--- src/rtl/runtime_cfg_if.sv ---
// Shadow-write and commit request bundle for runtime_cfg_ctrl.
// master drives requests, slave returns the ready signals.
interface runtime_cfg_if #(
  parameter int NrHarts  = 1,
  parameter int CfgWidth = 32
);
  localparam int HartW = (NrHarts > 1) ? $clog2(NrHarts) : 1;

  logic                wr_valid_i;
  logic                wr_ready_o;
  logic [HartW-1:0]    wr_hart_i;
  logic [CfgWidth-1:0] wr_data_i;
  logic                commit_valid_i;
  logic                commit_ready_o;
  logic [HartW-1:0]    commit_hart_i;

  modport master (
    output wr_valid_i, wr_hart_i, wr_data_i,
    output commit_valid_i, commit_hart_i,
    input  wr_ready_o, commit_ready_o
  );

  modport slave (
    input  wr_valid_i, wr_hart_i, wr_data_i,
    input  commit_valid_i, commit_hart_i,
    output wr_ready_o, commit_ready_o
  );
endinterface

--- src/rtl/runtime_cfg_ctrl.sv ---
// Per-hart shadow/active feature vectors with drain-then-apply commit.
// Optional active-register parity: define RUNTIME_CFG_PARITY_EN.
module runtime_cfg_ctrl #(
  parameter int                 NrHarts      = 1,
  parameter int                 CfgWidth     = 32,
  parameter logic [CfgWidth-1:0] BuildMask   = '1,
  parameter logic [CfgWidth-1:0] ResetCfg    = '0,
  parameter int                 FBit         = 5,
  parameter int                 DBit         = 3,
  parameter int                 DrainTimeout = 255
) (
  input  logic                         clk_i,
  input  logic                         rst_i,
  runtime_cfg_if.slave                 cfg_bus,
  output logic [NrHarts-1:0]           drain_req_o,
  input  logic [NrHarts-1:0]           drain_ack_i,
  output logic [NrHarts*CfgWidth-1:0]  shadow_cfg_o,
  output logic [NrHarts*CfgWidth-1:0]  active_cfg_o,
  output logic                         commit_done_o,
  output logic                         commit_err_o,
  output logic [NrHarts-1:0]           parity_err_o
);
  localparam int HartW = (NrHarts > 1) ? $clog2(NrHarts) : 1;
  localparam int CntW  = (DrainTimeout > 1) ? $clog2(DrainTimeout + 1) : 1;
  localparam logic [31:0] NrHartsU = NrHarts;

  typedef logic [CfgWidth-1:0] cfg_t;
  typedef enum logic [1:0] {IDLE, DRAIN, APPLY} state_e;

  // D implies F: promote F when built, otherwise drop D.
  function automatic cfg_t legalize(input cfg_t x);
    cfg_t y;
    y = x & BuildMask;
    if (y[DBit]) begin
      if (BuildMask[FBit]) y[FBit] = 1'b1;
      else                 y[DBit] = 1'b0;
    end
    return y;
  endfunction

  state_e                    state_q, state_d;
  logic [HartW-1:0]          tgt_q, tgt_d;
  logic [CntW-1:0]           cnt_q, cnt_d;
  cfg_t [NrHarts-1:0]        shadow_q, shadow_d;
  cfg_t [NrHarts-1:0]        active_q, active_d;
  logic [NrHarts-1:0]        drain_q, drain_d;
  logic                      done_q, done_d;
  logic                      err_q, err_d;

  logic [NrHarts-1:0]        tgt_oh, cmt_oh;
  logic                      wr_fire, cmt_fire;
  logic                      cmt_in_range, ack_tgt;
  logic [CntW-1:0]           cnt_inc;

  always_comb begin
    tgt_oh = '0;
    cmt_oh = '0;
    for (int h = 0; h < NrHarts; h++) begin
      tgt_oh[h] = (tgt_q == HartW'(h));
      cmt_oh[h] = (cfg_bus.commit_hart_i == HartW'(h));
    end
  end

  assign cfg_bus.wr_ready_o =
    !((state_q != IDLE) && (cfg_bus.wr_hart_i == tgt_q));
  assign cfg_bus.commit_ready_o = (state_q == IDLE);

  assign wr_fire  = cfg_bus.wr_valid_i & cfg_bus.wr_ready_o;
  assign cmt_fire = cfg_bus.commit_valid_i & cfg_bus.commit_ready_o;
  assign cmt_in_range = 32'(cfg_bus.commit_hart_i) < NrHartsU;
  assign ack_tgt = |(drain_ack_i & tgt_oh);
  assign cnt_inc = cnt_q + CntW'(1);

  always_comb begin
    state_d  = state_q;
    tgt_d    = tgt_q;
    cnt_d    = cnt_q;
    shadow_d = shadow_q;
    active_d = active_q;
    drain_d  = '0;
    done_d   = 1'b0;
    err_d    = 1'b0;

    for (int h = 0; h < NrHarts; h++) begin
      if (wr_fire && cfg_bus.wr_hart_i == HartW'(h))
        shadow_d[h] = legalize(cfg_bus.wr_data_i);
    end

    unique case (state_q)
      IDLE: begin
        if (cmt_fire) begin
          tgt_d = cfg_bus.commit_hart_i;
          cnt_d = '0;
          if (cmt_in_range) begin
            state_d = DRAIN;
            drain_d = cmt_oh;
          end else begin
            err_d = 1'b1;
          end
        end
      end
      DRAIN: begin
        cnt_d = cnt_inc;
        if (ack_tgt) begin
          state_d = APPLY;
        end else if (cnt_inc == CntW'(DrainTimeout)) begin
          state_d = IDLE;
          err_d   = 1'b1;
        end else begin
          drain_d = tgt_oh;
        end
      end
      APPLY: begin
        for (int h = 0; h < NrHarts; h++) begin
          if (tgt_oh[h]) active_d[h] = shadow_q[h];
        end
        done_d  = 1'b1;
        state_d = IDLE;
      end
      default: state_d = IDLE;
    endcase
  end

  always_ff @(posedge clk_i) begin
    if (rst_i) begin
      state_q  <= IDLE;
      tgt_q    <= '0;
      cnt_q    <= '0;
      shadow_q <= {NrHarts{legalize(ResetCfg)}};
      active_q <= {NrHarts{legalize(ResetCfg)}};
      drain_q  <= '0;
      done_q   <= 1'b0;
      err_q    <= 1'b0;
    end else begin
      state_q  <= state_d;
      tgt_q    <= tgt_d;
      cnt_q    <= cnt_d;
      shadow_q <= shadow_d;
      active_q <= active_d;
      drain_q  <= drain_d;
      done_q   <= done_d;
      err_q    <= err_d;
    end
  end

  assign drain_req_o   = drain_q;
  assign shadow_cfg_o  = shadow_q;
  assign active_cfg_o  = active_q;
  assign commit_done_o = done_q;
  assign commit_err_o  = err_q;

`ifdef RUNTIME_CFG_PARITY_EN
  logic [NrHarts-1:0] par_q, par_d;
  logic [NrHarts-1:0] perr_q, perr_d;

  // Sticky mismatch; a successful apply rewrites parity and clears it.
  always_comb begin
    par_d  = par_q;
    perr_d = perr_q;
    for (int h = 0; h < NrHarts; h++) begin
      if (par_q[h] != ^active_q[h]) perr_d[h] = 1'b1;
      if (state_q == APPLY && tgt_oh[h]) begin
        par_d[h]  = ^shadow_q[h];
        perr_d[h] = 1'b0;
      end
    end
  end

  always_ff @(posedge clk_i) begin
    if (rst_i) begin
      par_q  <= {NrHarts{^legalize(ResetCfg)}};
      perr_q <= '0;
    end else begin
      par_q  <= par_d;
      perr_q <= perr_d;
    end
  end

  assign parity_err_o = perr_q;
`else
  assign parity_err_o = '0;
`endif
endmodule
--- src/flat_wrapper.sv ---
// flat-port wrapper written by rule: the top's interface ports become plain ports
module runtime_cfg_ctrl_flat 
#(
  parameter int                 NrHarts      = 1,
  parameter int                 CfgWidth     = 32,
  parameter logic [CfgWidth-1:0] BuildMask   = '1,
  parameter logic [CfgWidth-1:0] ResetCfg    = '0,
  parameter int                 FBit         = 5,
  parameter int                 DBit         = 3,
  parameter int                 DrainTimeout = 255
)
  (clk_i, rst_i, drain_req_o, drain_ack_i, shadow_cfg_o, active_cfg_o, commit_done_o, commit_err_o, parity_err_o, cfg_bus_wr_valid_i, cfg_bus_wr_hart_i, cfg_bus_wr_data_i, cfg_bus_commit_valid_i, cfg_bus_commit_hart_i, cfg_bus_wr_ready_o, cfg_bus_commit_ready_o);
  runtime_cfg_if #(.NrHarts(NrHarts), .CfgWidth(CfgWidth)) cfg_bus_i ();
  input  logic clk_i;
  input  logic rst_i;
  output logic [NrHarts-1:0] drain_req_o;
  input  logic [NrHarts-1:0] drain_ack_i;
  output logic [NrHarts*CfgWidth-1:0] shadow_cfg_o;
  output logic [NrHarts*CfgWidth-1:0] active_cfg_o;
  output logic commit_done_o;
  output logic commit_err_o;
  output logic [NrHarts-1:0] parity_err_o;
  input wire logic [$bits(cfg_bus_i.wr_valid_i)-1:0] cfg_bus_wr_valid_i;
  input wire logic [$bits(cfg_bus_i.wr_hart_i)-1:0] cfg_bus_wr_hart_i;
  input wire logic [$bits(cfg_bus_i.wr_data_i)-1:0] cfg_bus_wr_data_i;
  input wire logic [$bits(cfg_bus_i.commit_valid_i)-1:0] cfg_bus_commit_valid_i;
  input wire logic [$bits(cfg_bus_i.commit_hart_i)-1:0] cfg_bus_commit_hart_i;
  output wire logic [$bits(cfg_bus_i.wr_ready_o)-1:0] cfg_bus_wr_ready_o;
  output wire logic [$bits(cfg_bus_i.commit_ready_o)-1:0] cfg_bus_commit_ready_o;
  assign cfg_bus_i.wr_valid_i = cfg_bus_wr_valid_i;
  assign cfg_bus_i.wr_hart_i = cfg_bus_wr_hart_i;
  assign cfg_bus_i.wr_data_i = cfg_bus_wr_data_i;
  assign cfg_bus_i.commit_valid_i = cfg_bus_commit_valid_i;
  assign cfg_bus_i.commit_hart_i = cfg_bus_commit_hart_i;
  assign cfg_bus_wr_ready_o = cfg_bus_i.wr_ready_o;
  assign cfg_bus_commit_ready_o = cfg_bus_i.commit_ready_o;
  runtime_cfg_ctrl #(.NrHarts(NrHarts), .CfgWidth(CfgWidth), .BuildMask(BuildMask), .ResetCfg(ResetCfg), .FBit(FBit), .DBit(DBit), .DrainTimeout(DrainTimeout)) u_core (.clk_i(clk_i), .rst_i(rst_i), .cfg_bus(cfg_bus_i), .drain_req_o(drain_req_o), .drain_ack_i(drain_ack_i), .shadow_cfg_o(shadow_cfg_o), .active_cfg_o(active_cfg_o), .commit_done_o(commit_done_o), .commit_err_o(commit_err_o), .parity_err_o(parity_err_o));
endmodule
--- config.mk ---
export PLATFORM = sky130hd
export DESIGN_NAME = runtime_cfg_ctrl_flat
export DESIGN_NICKNAME = d
export VERILOG_FILES = /design/src/rtl/runtime_cfg_if.sv /design/src/rtl/runtime_cfg_ctrl.sv /design/src/flat_wrapper.sv
export SDC_FILE = /design/constraint.sdc
export NUM_CORES = 1
export LEC_CHECK = 0
export BUFFER_PORTS_ARGS = -buffer_cell sky130_fd_sc_hd__buf_2
export CORE_MARGIN = 4
export CORE_UTILIZATION = 45
export DETAILED_ROUTE_END_ITERATION = 16
export PLACE_DENSITY = 0.71
export SETUP_SLACK_MARGIN = 0.02
export SYNTH_ARGS = -nofsm -noshare
export SYNTH_HDL_FRONTEND = slang
export SYNTH_SLANG_ARGS = --single-unit
--- constraint.sdc ---
create_clock -name clk_i -period 2.55 [get_ports clk_i]
set_input_delay 0.1275 -clock clk_i [delete_from_list [all_inputs] [get_ports clk_i]]
set_output_delay 0.1275 -clock clk_i [all_outputs]
set_load 0.02 [all_outputs]
==> out/metrics.cfg, run 1 <==
[job]
drv_cap = 0

[die]
die_h_um = 89.2
rows = 29
die_area_um2 = 7960
ios = 109
core_area_um2 = 6390
die_width_um = 89.2
start_util = 0.465

[clock_network]
cts.repair.resized = 0
cts_tree = built
path_clk_slew_ns = 0.08
clock_sinks = 78
postCtsSetupBuffers = 0
htree_levels = 3
root_buffer = clkbuf_8
clock_path_buffers = 2
cts_buffers = 9
worst_skew_pair.late_latency_ns = 0.34

[setup_path]
start_kind = register
timing.critical_path.to_type = register
slowest_delay_ns = 0.63
crit_arrival_ns = 2.00
required_ns = 2.82
crit_type = reg -> reg
crit_start = u_core.state_q[0]
r2r_cells = 5
crit_path_cell_trace = nor2_1, and2_1, buf_12, nand2_1, a21oi_1
crit_slowest_cell = and2_1
rr_startpoint = u_core.state_q[0]
path_max_fanout = 17

[sta]
finalSetupViolCount = 0
hold_viol_final = 0
finClkSkew_ns = 0.00629
grt_setup_unrepaired = false
final.period_utilization = 0.677
min_period_ns = 1.73
relSlewSlack = 0.501
slew_viol_final = 0
max_freq_mhz = 579
worst_pin_slew_ns = 0.748
setup_tns_ns = 0

[worst_hold_path]
whs_path_depth = 3
min_from = cfg_bus_wr_data_i[27]
hold_path_class = in -> reg

[placed_design]
place.gp.congestion = 0.764
dpl.hpwl_um = 5120
io_buffers = 107

[finish]
drive_gt1_frac = 0.287
area_growth_pct = 26.9
final_net_count = 511
diodes = 0
utilization = 0.590

[drt]
vias = 2817
drc_errors = 0
drt-initial-drc-count = 62
routed_wl_um = 7400
ant_nets = 0
drt-pass1-iter-count = 4
drt-wirelength-per-cell_um = 13.4
viasPerCell = 5.11

[global_routing]
grt_max_degree = 41
overflow = 0
grt_pass1_vias = 2687
grt_usage = 0.191
antenna_found_initial = 1
grt_pass1_wl_um = 12000

[yosys]
ys_types = 38
netlist.area_leader.share = 0.526
synth.largest_area_cell = dfxtp_1
yosysSeqAreaShare = 0.526
ys_top_cells_by_area = dfxtp_1, nand2_1, a21oi_1
syn_area_per_cell_um2 = 8.02
syn_inst = 370
synth.ff_latch_count = 78
syn_area_um2 = 2970
synth_warnings = 0
syn_nets = 411

[power_and_ir_drop]
leakage_uw = 0.00160
peakVddDrop_uv = 443
power_density_nw_per_um2 = 631

[run_status]
status = complete, no violations

[per-layer routing]
layer  GRT usage  vias up  routed length, µm
met5           0        -                 13
li1            -     1418                  -
met1       0.231     1298               3150
met4      0.0771        2                 84
met3      0.0535       11                688
met2       0.322       88               3470
[cell families (layout without fill, tap and decap cells)]
group,count (synthesis),in the layout,share of synthesized area
multiplexers,1,1,0.00380
XOR/XNOR,2,2,0.00591
AND/OR/NAND/NOR,171,171,0.245
other,1,1,0.00126
adder cells (fa/ha/maj),2,2,0.00843
AO/OA/AOI/OAI,87,87,0.169
buffers and inverters,28,132,0.0409
flip-flops,78,78,0.526
[power by group]
part / internal, µW / switching (µW)
Clock: 457 / 424
Combinational: 77.2 / 139
Sequential: 1250 / 29.2
[flip-flops by register name (all words and copies together), names as in the netlist]
register,count
u_core.drain_req_o,1
u_core.commit_done_o,1
u_core.shadow_cfg_o,32
u_core.commit_err_o,1
u_core.cnt_q,8
u_core.state_q,2
u_core.active_cfg_o,32
u_core.tgt_q,1
[synth_stat cells]
cell type / count
ha_1: 2
and3b_1: 1
nand2_1: 136
o211ai_1: 3
conb_1: 1
clkbuf_1: 11
o21ai_0: 3
buf_1: 3
a31oi_1: 3
or4_1: 3
dfxtp_1: 78
o41ai_1: 1
a21boi_2: 1
nor3b_1: 3
xor2_1: 1
nand3b_1: 1
nor2_1: 8
a2111oi_4: 1
buf_2: 10
o21ai_2: 1
o21ai_1: 2
o21bai_1: 1
mux2_2: 1
nor4_1: 1
xnor2_1: 1
o2bb2ai_2: 1
nand3_1: 4
nor2_2: 1
nand2b_1: 3
and2_1: 2
nor2b_1: 3
a21oi_1: 68
a22oi_1: 1
inv_1: 3
nand4_4: 1
o21a_1: 1
buf_4: 1
nor3_1: 4
[layout make-up]
cell class	count	area, µm²
clock buffer	13	179
sequential	78	1560
timing repair buffer	114	616
inverter	3	11.3
fill	613	2620
tap	77	96.3
multi-input combinational	264	1290
clock inverter	2	13.8
[layout by cell type, fill, tap and decap left out, types with 2 or more instances in the layout]
| cell type | instances |
|---|---|
| buf_2 | 107 |
| buf_12 | 2 |
| buf_4 | 4 |
| inv_1 | 3 |
| nand2_1 | 136 |
| dfxtp_1 | 78 |
| o21ai_0 | 3 |
| nor3b_1 | 3 |
| nand2b_1 | 3 |
| nor3_1 | 4 |
| nor2b_1 | 3 |
| a21oi_1 | 68 |
| a31oi_1 | 3 |
| nand3_1 | 4 |
| nor2_1 | 8 |
| or4_1 | 3 |
| clkbuf_8 | 13 |
| o211ai_1 | 3 |
| ha_1 | 2 |
| and2_1 | 2 |
| o21ai_2 | 2 |
[path summary, 6_finish.rpt]
| check | end | slack [ns] |
|---|---|---|
| max | u_core.active_cfg_o[10] | 0.82 |
| min | u_core.shadow_cfg_o[27] | 0.02 |
| max reg2reg | u_core.active_cfg_o[10] | 0.82 |
| min reg2reg | u_core.active_cfg_o[17] | 0.45 |
[metrics by stage]
| stage | hold slack, ns | cell area (µm²) | setup slack [ns] | instances | power, µW |
|---|---|---|---|---|---|
| after detailed placement | 0.376 | 3560 | 0.811 | 535 | 1530 |
| after floorplan | 0.247 | 2970 | 1.05 | 370 | 1430 |
| after global placement | 0.367 | 3560 | 0.864 | 535 | 1520 |
| after global routing | 0.00445 | 3760 | 0.565 | 551 | 2480 |
| final | 0.0152 | 3760 | 0.823 | 551 | 2380 |
| after CTS | 0.00139 | 3760 | 0.799 | 551 | 2410 |
[worst max-delay path: cells and delay by family, from the launching register on]
| family | cells | cell delay (ns) |
|---|---|---|
| buf+inv | 1 | 0.23 |
| compound gates | 1 | 0.13 |
| simple gates | 3 | 0.85 |
| flops | 1 | 0.44 |
[timing repair]
item                                    CTS  global route
endpoints found under the setup margin    0             0
hold endpoints to repair                  1             0
hold buffers                              1             0
Power figures use the tool's default switching activity.
==> run 2, diff against run 1 <==
clock period = 1.7 ns   (was 2.55 ns; I/O delays follow)
==> run 2 against run 1 <==
Compared with the run above: cell count up 6.9%; count of clock-buffer cells in the layout fell by 2; worst hold slack improved by 0.0030 ns; core utilization grew 6.4 points; worst setup slack lost 0.65 ns; critical path depth shrank 1; sequential power increased by 49%; first-iteration DRC count rose by 90%; clock skew increased by 0.0031 ns; sequential share of layout area shrank 4.0 points.
==> out/metrics.cfg, run 2 (synthesis results as in run 1) <==
[clock_network]
htree_levels = 3  ; unchanged
cts_buffers = 9  ; unchanged
worst_skew_pair.late_latency_ns = 0.35  ; was 0.34 ns
root_buffer = clkbuf_8  ; unchanged
path_clk_slew_ns = 0.08  ; about the same
cts_tree = built  ; unchanged
clock_path_buffers = 2  ; unchanged
clock_sinks = 78  ; unchanged

[sta]
finalSetupViolCount = 0  ; unchanged
grt_setup_unrepaired = false  ; unchanged
final.period_utilization = 0.899  ; was 0.677
finClkSkew_ns = 0.00940  ; was 0.00629 ns
setup_tns_ns = 0  ; unchanged
finalWorstSetupSlack_ns = 0.171  ; was 0.823 ns
slew_viol_final = 0  ; unchanged
relSlewSlack = 0.527  ; was 0.501
worst_pin_slew_ns = 0.709  ; was 0.748 ns
hold_viol_final = 0  ; unchanged
min_period_ns = 1.53  ; was 1.73 ns
max_freq_mhz = 654  ; was 579 MHz
fin_worst_hold_slack_ns = 0.0182  ; was 0.0152 ns

[setup_path]
start_kind = register  ; unchanged
crit_start = u_core.cnt_q[1]  ; was u_core.state_q[0]
crit_type = reg -> reg  ; unchanged
path_max_fanout = 7  ; was 17
crit_arrival_ns = 1.80  ; was 2.00 ns
reg2reg_to = u_core.cnt_q[6]  ; was u_core.active_cfg_o[10]
r2r_setup_slack_ns = 0.17  ; was 0.82 ns
timing.critical_path.to_type = register  ; unchanged
cp-endpoint = u_core.cnt_q[6]  ; was u_core.active_cfg_o[10]
r2r_cells = 4  ; was 5
required_ns = 1.97  ; was 2.82 ns
rr_startpoint = u_core.cnt_q[1]  ; was u_core.state_q[0]

[finish]
multi_input_comb_area_um2 = 1290  ; unchanged
final_cell_mix = nand2_1, buf_2, dfxtp_1  ; unchanged
drive_gt1_frac = 0.277  ; was 0.287
regArea_um2 = 1560  ; about the same
diodes = 0  ; unchanged
final_net_count = 549  ; was 511
layout_commonest_cell = nand2_1  ; unchanged
fillCellCount = 554  ; was 613
area_growth_pct = 40.7  ; was 26.9%

[die]
die_h_um = 89.2  ; unchanged
die_width_um = 89.2  ; unchanged
die_area_um2 = 7960  ; unchanged
start_util = 0.465  ; unchanged
core_area_um2 = 6390  ; unchanged
rows = 29  ; unchanged
ios = 109  ; unchanged

[power_and_ir_drop]
p_total_uw = 3960  ; was 2380 µW
peakVddDrop_uv = 617  ; was 443 µV
leakage_uw = 0.00178  ; was 0.00160 µW
power_density_nw_per_um2 = 949  ; was 631 nW/µm²

[drt]
dr_wl_met3_um = 662  ; was 688 µm
drt-pass1-iter-count = 4  ; unchanged
ant_nets = 0  ; unchanged
wl_met2_um = 3750  ; was 3470 µm
highest_layer = met4  ; was met5
viasPerCell = 5.03  ; was 5.11
met1_length_um = 3500  ; was 3150 µm
routed_wl_um = 8020  ; was 7400 µm
vias = 2963  ; was 2,817
drt-initial-drc-count = 118  ; was 62
drt-wirelength-per-cell_um = 13.6  ; was 13.4 µm
drc_errors = 0  ; unchanged

[placed_design]
io_buffers = 107  ; unchanged
place.gp.congestion = 0.806  ; was 0.764
preCtsSetupSlack_ns = 0.0720  ; was 0.811 ns
dpl.hpwl_um = 5140  ; was 5120 µm

[global_routing]
grt_max_degree = 44  ; was 41
antenna_found_initial = 0  ; was 1
grt_pass1_wl_um = 12600  ; was 12,000 µm
overflow = 0  ; unchanged
grt_usage = 0.205  ; was 0.191
grt_pass1_vias = 2743  ; was 2,687

[job]
drv_cap = 0  ; unchanged

[worst_hold_path]
hold_path_class = in -> reg  ; unchanged
min_from = cfg_bus_commit_valid_i  ; was cfg_bus_wr_data_i[27]

[run_status]
status = complete, no violations  ; unchanged

## run 2: how the worst min path moves through the flow
stage                                    to  cells after the start  slack (ns)
floorplan                 u_core.state_q[0]                      2        0.20
global placement    u_core.shadow_cfg_o[25]                      3        0.33
detailed placement  u_core.shadow_cfg_o[29]                      3        0.33
CTS                       u_core.state_q[0]                      3       0.002
global route              u_core.state_q[0]                      3        0.01
finish                    u_core.state_q[0]                      3        0.02
## run 2: area by class of cell
type	instances	share of cell area
Sequential cell	78	0.374
Multi-Input combinational cell	264	0.308
Timing Repair Buffer	152	0.235
Clock buffer	11	0.0339
Tap cell	77	0.0231
Clock inverter	4	0.0228
Inverter	3	0.00270
## run 2: power by group
group / total [µW] / leakage [µW] / switching, µW / internal [µW]
combinational: 406 / 0.00103 / 232 / 175
clock: 1640 / 0.000119 / 635 / 1010
sequential: 1910 / 0.000633 / 38.4 / 1870
total: 3960 / 0.00178 / 905 / 3060
## run 2: worst max-delay path: stages, from the launching register on
cell	delay, ns
dfxtp_2	0.42
ha_1	0.23
nand3_1	0.13
or4_1	0.51
a31oi_1	0.17
## run 2: per-stage QoR
stage	utilization	cells	cell area, µm²
CTS	0.654	589	4170
floorplan	-	370	2970
global placement	0.565	541	3610
finish	0.654	589	4180
detailed placement	0.565	541	3610
global route	0.654	589	4180
## run 2: metal layers
layer  vias to the layer above  GRT usage
li1                       1497          -
met4                         0     0.0690
met2                        89      0.338
met1                      1364      0.252
met3                        13     0.0673
met5                         -          0
## run 2: repair_timing
item / in CTS / in global routing
resized for setup: 0 / 1
endpoints found under the setup margin: 0 / 4
hold buffers: 33 / 0
buffers inserted: 0 / 0
hold endpoints to repair: 33 / 0
==> run 3, diff against run 2 <==
CORE_ASPECT_RATIO = 0.8   (was not set)
==> run 3 against run 2 <==
Compared with the run above: maximum frequency hardly changed; core utilization is 0.82 points lower; cell count is 1.0% higher; combinational power is 2% lower; critical path type unchanged; highest routed layer unchanged.
==> out/metrics.cfg, run 3 (synthesis results as in run 1) <==
[power_and_ir_drop]
pwr-share-seq = 0.516  ; was 0.483
power_density_nw_per_um2 = 897  ; was 949 nW/µm²
pwr-share-comb = 0.107  ; was 0.103
switching_power_uw = 941  ; was 905 µW
p_sw_frac = 0.253  ; was 0.229
clockPowerShare = 0.377  ; was 0.414
peakVddDrop_uv = 457  ; was 617 µV
leakage_uw = 0.00176  ; was 0.00178 µW
internal_power_uw = 2770  ; was 3060 µW

[sta]
finClkSkew_ns = 0.00655  ; was 0.00940 ns
finalSetupViolCount = 0  ; unchanged
slew_viol_final = 0  ; unchanged
worst_pin_slew_ns = 0.617  ; was 0.709 ns
min_period_ns = 1.53  ; about the same
grt_setup_unrepaired = false  ; unchanged
setup_tns_ns = 0  ; unchanged
final.period_utilization = 0.899  ; about the same
relSlewSlack = 0.588  ; was 0.527
hold_viol_final = 0  ; unchanged
max_freq_mhz = 654  ; about the same

[worst_hold_path]
hold_path_class = in -> reg  ; unchanged
whs_path_depth = 3  ; unchanged

[drt]
drc_errors = 0  ; unchanged
ant_nets = 0  ; unchanged
drt-wirelength-per-cell_um = 13.0  ; was 13.6 µm
vias = 2912  ; was 2,963
viasPerCell = 4.89  ; was 5.03
routed_wl_um = 7740  ; was 8020 µm
drt-initial-drc-count = 136  ; was 118
drt-pass1-iter-count = 4  ; unchanged

[setup_path]
crit_buf_inv = 0  ; unchanged
path_max_fanout = 7  ; unchanged
crit_type = reg -> reg  ; unchanged
start_kind = register  ; unchanged
r2r_cells = 5  ; was 4
slowest_delay_ns = 0.42  ; was 0.51 ns
r2r_setup_slack_ns = 0.17  ; about the same
cp_num_cells = 5  ; was 4
crit_path_cell_trace = ha_1, nor2b_1, o21ai_2, a2111oi_4, o21ai_1  ; was ha_1, nand3_1, or4_1, a31oi_1
critPathTopFamily = compound AO/OA/AOI/OAI gates  ; was simple AND/OR/NAND/NOR gates
required_ns = 1.92  ; was 1.97 ns
crit_arrival_ns = 1.75  ; was 1.80 ns
timing.critical_path.to_type = register  ; unchanged
crit_slowest_cell = a2111oi_4  ; was or4_1

[placed_design]
placed_area_um2 = 3610  ; about the same
place.gp.congestion = 0.801  ; was 0.806
io_buffers = 107  ; unchanged
dpl.hpwl_um = 5110  ; was 5140 µm

[finish]
area_growth_pct = 39.5  ; was 40.7%
final_cell_mix = nand2_1, buf_2, dfxtp_1  ; unchanged
fillCellCount = 532  ; was 554
fin_area_um2 = 4140  ; was 4180 µm²
diodes = 0  ; unchanged
drive_gt1_frac = 0.282  ; was 0.277
layout_commonest_cell = nand2_1  ; unchanged
final_net_count = 547  ; was 549

[clock_network]
clock_path_buffers = 2  ; unchanged
htree_levels = 3  ; unchanged
root_buffer = clkbuf_8  ; unchanged
postCtsSetupBuffers = 0  ; unchanged
path_clk_slew_ns = 0.08  ; about the same
worst_skew_pair.late_latency_ns = 0.34  ; was 0.35 ns
cts_tree = built  ; unchanged
cts_buffers = 9  ; unchanged
clock_sinks = 78  ; unchanged

[die]
rows = 26  ; was 29
ios = 109  ; unchanged
start_util = 0.463  ; was 0.465
die_width_um = 98.8  ; was 89.2 µm
die_h_um = 80.6  ; was 89.2 µm
core_area_um2 = 6410  ; was 6390 µm²
die_area_um2 = 7960  ; about the same

[global_routing]
antenna_found_initial = 0  ; unchanged
grt_pass1_vias = 2688  ; was 2,743
overflow = 0  ; unchanged
grt_pass1_wl_um = 12800  ; was 12,600 µm
grt_usage = 0.201  ; was 0.205
grt_max_degree = 44  ; unchanged

[run_status]
status = complete, no violations  ; unchanged

[job]
drv_cap = 0  ; unchanged

## run 3: metrics by stage
stage / setup slack [ns] / cells / total power [µW] / hold WS (ns) / utilization
after detailed placement: 0.105 / 547 / 2300 / 0.332 / 0.563
after global placement: 0.145 / 547 / 2290 / 0.325 / 0.563
after CTS: 0.0824 / 595 / 3760 / 0.00114 / 0.645
after floorplan: 0.203 / 370 / 2150 / 0.204 / -
after global routing: 0.0860 / 595 / 3890 / 0.0231 / 0.646
final: 0.171 / 595 / 3710 / 0.0236 / 0.646
## run 3: final timing paths
path                            end                    from
min reg2reg  u_core.active_cfg_o[6]  u_core.active_cfg_o[6]
max reg2reg      u_core.drain_req_o         u_core.cnt_q[1]
max              u_core.drain_req_o         u_core.cnt_q[1]
min               u_core.state_q[0]  cfg_bus_commit_valid_i
## run 3: power by group through the flow
stage	Sequential [µW]	Combinational, µW	Clock (µW)
floorplan	2000	148	0
detailed placement	1960	340	0
CTS	1910	398	1450
finish	1920	398	1400
global route	1920	438	1520
global placement	1960	337	0
## run 3: cell type report
type                            count  area (µm²)  share of cell area
Clock buffer                       10         138              0.0333
Clock inverter                      6        68.8              0.0166
Inverter                            3        11.3             0.00272
Multi-Input combinational cell    264        1290               0.311
Sequential cell                    78        1560               0.378
Tap cell                           84         105              0.0254
Timing Repair Buffer              150         963               0.233
## run 3: what timing repair did
action | CTS | global route
hold buffers | 32 | 0
resized for setup | 0 | 2
hold endpoints to repair | 32 | 0
setup endpoints to repair | 0 | 2
## run 3: routing by layer
layer | track usage | up-vias | part of all wire
met5 | 0 | - | 0
met2 | 0.322 | 96 | 0.46
met3 | 0.0634 | 6 | 0.074
li1 | - | 1488 | -
met4 | 0.0573 | 0 | 0.0071
met1 | 0.261 | 1322 | 0.45
## run 3: tightest hold or removal path: stages
cell	delay (ns)
buf_2	0.11
nand2_1	0.07
o41ai_1	0.06
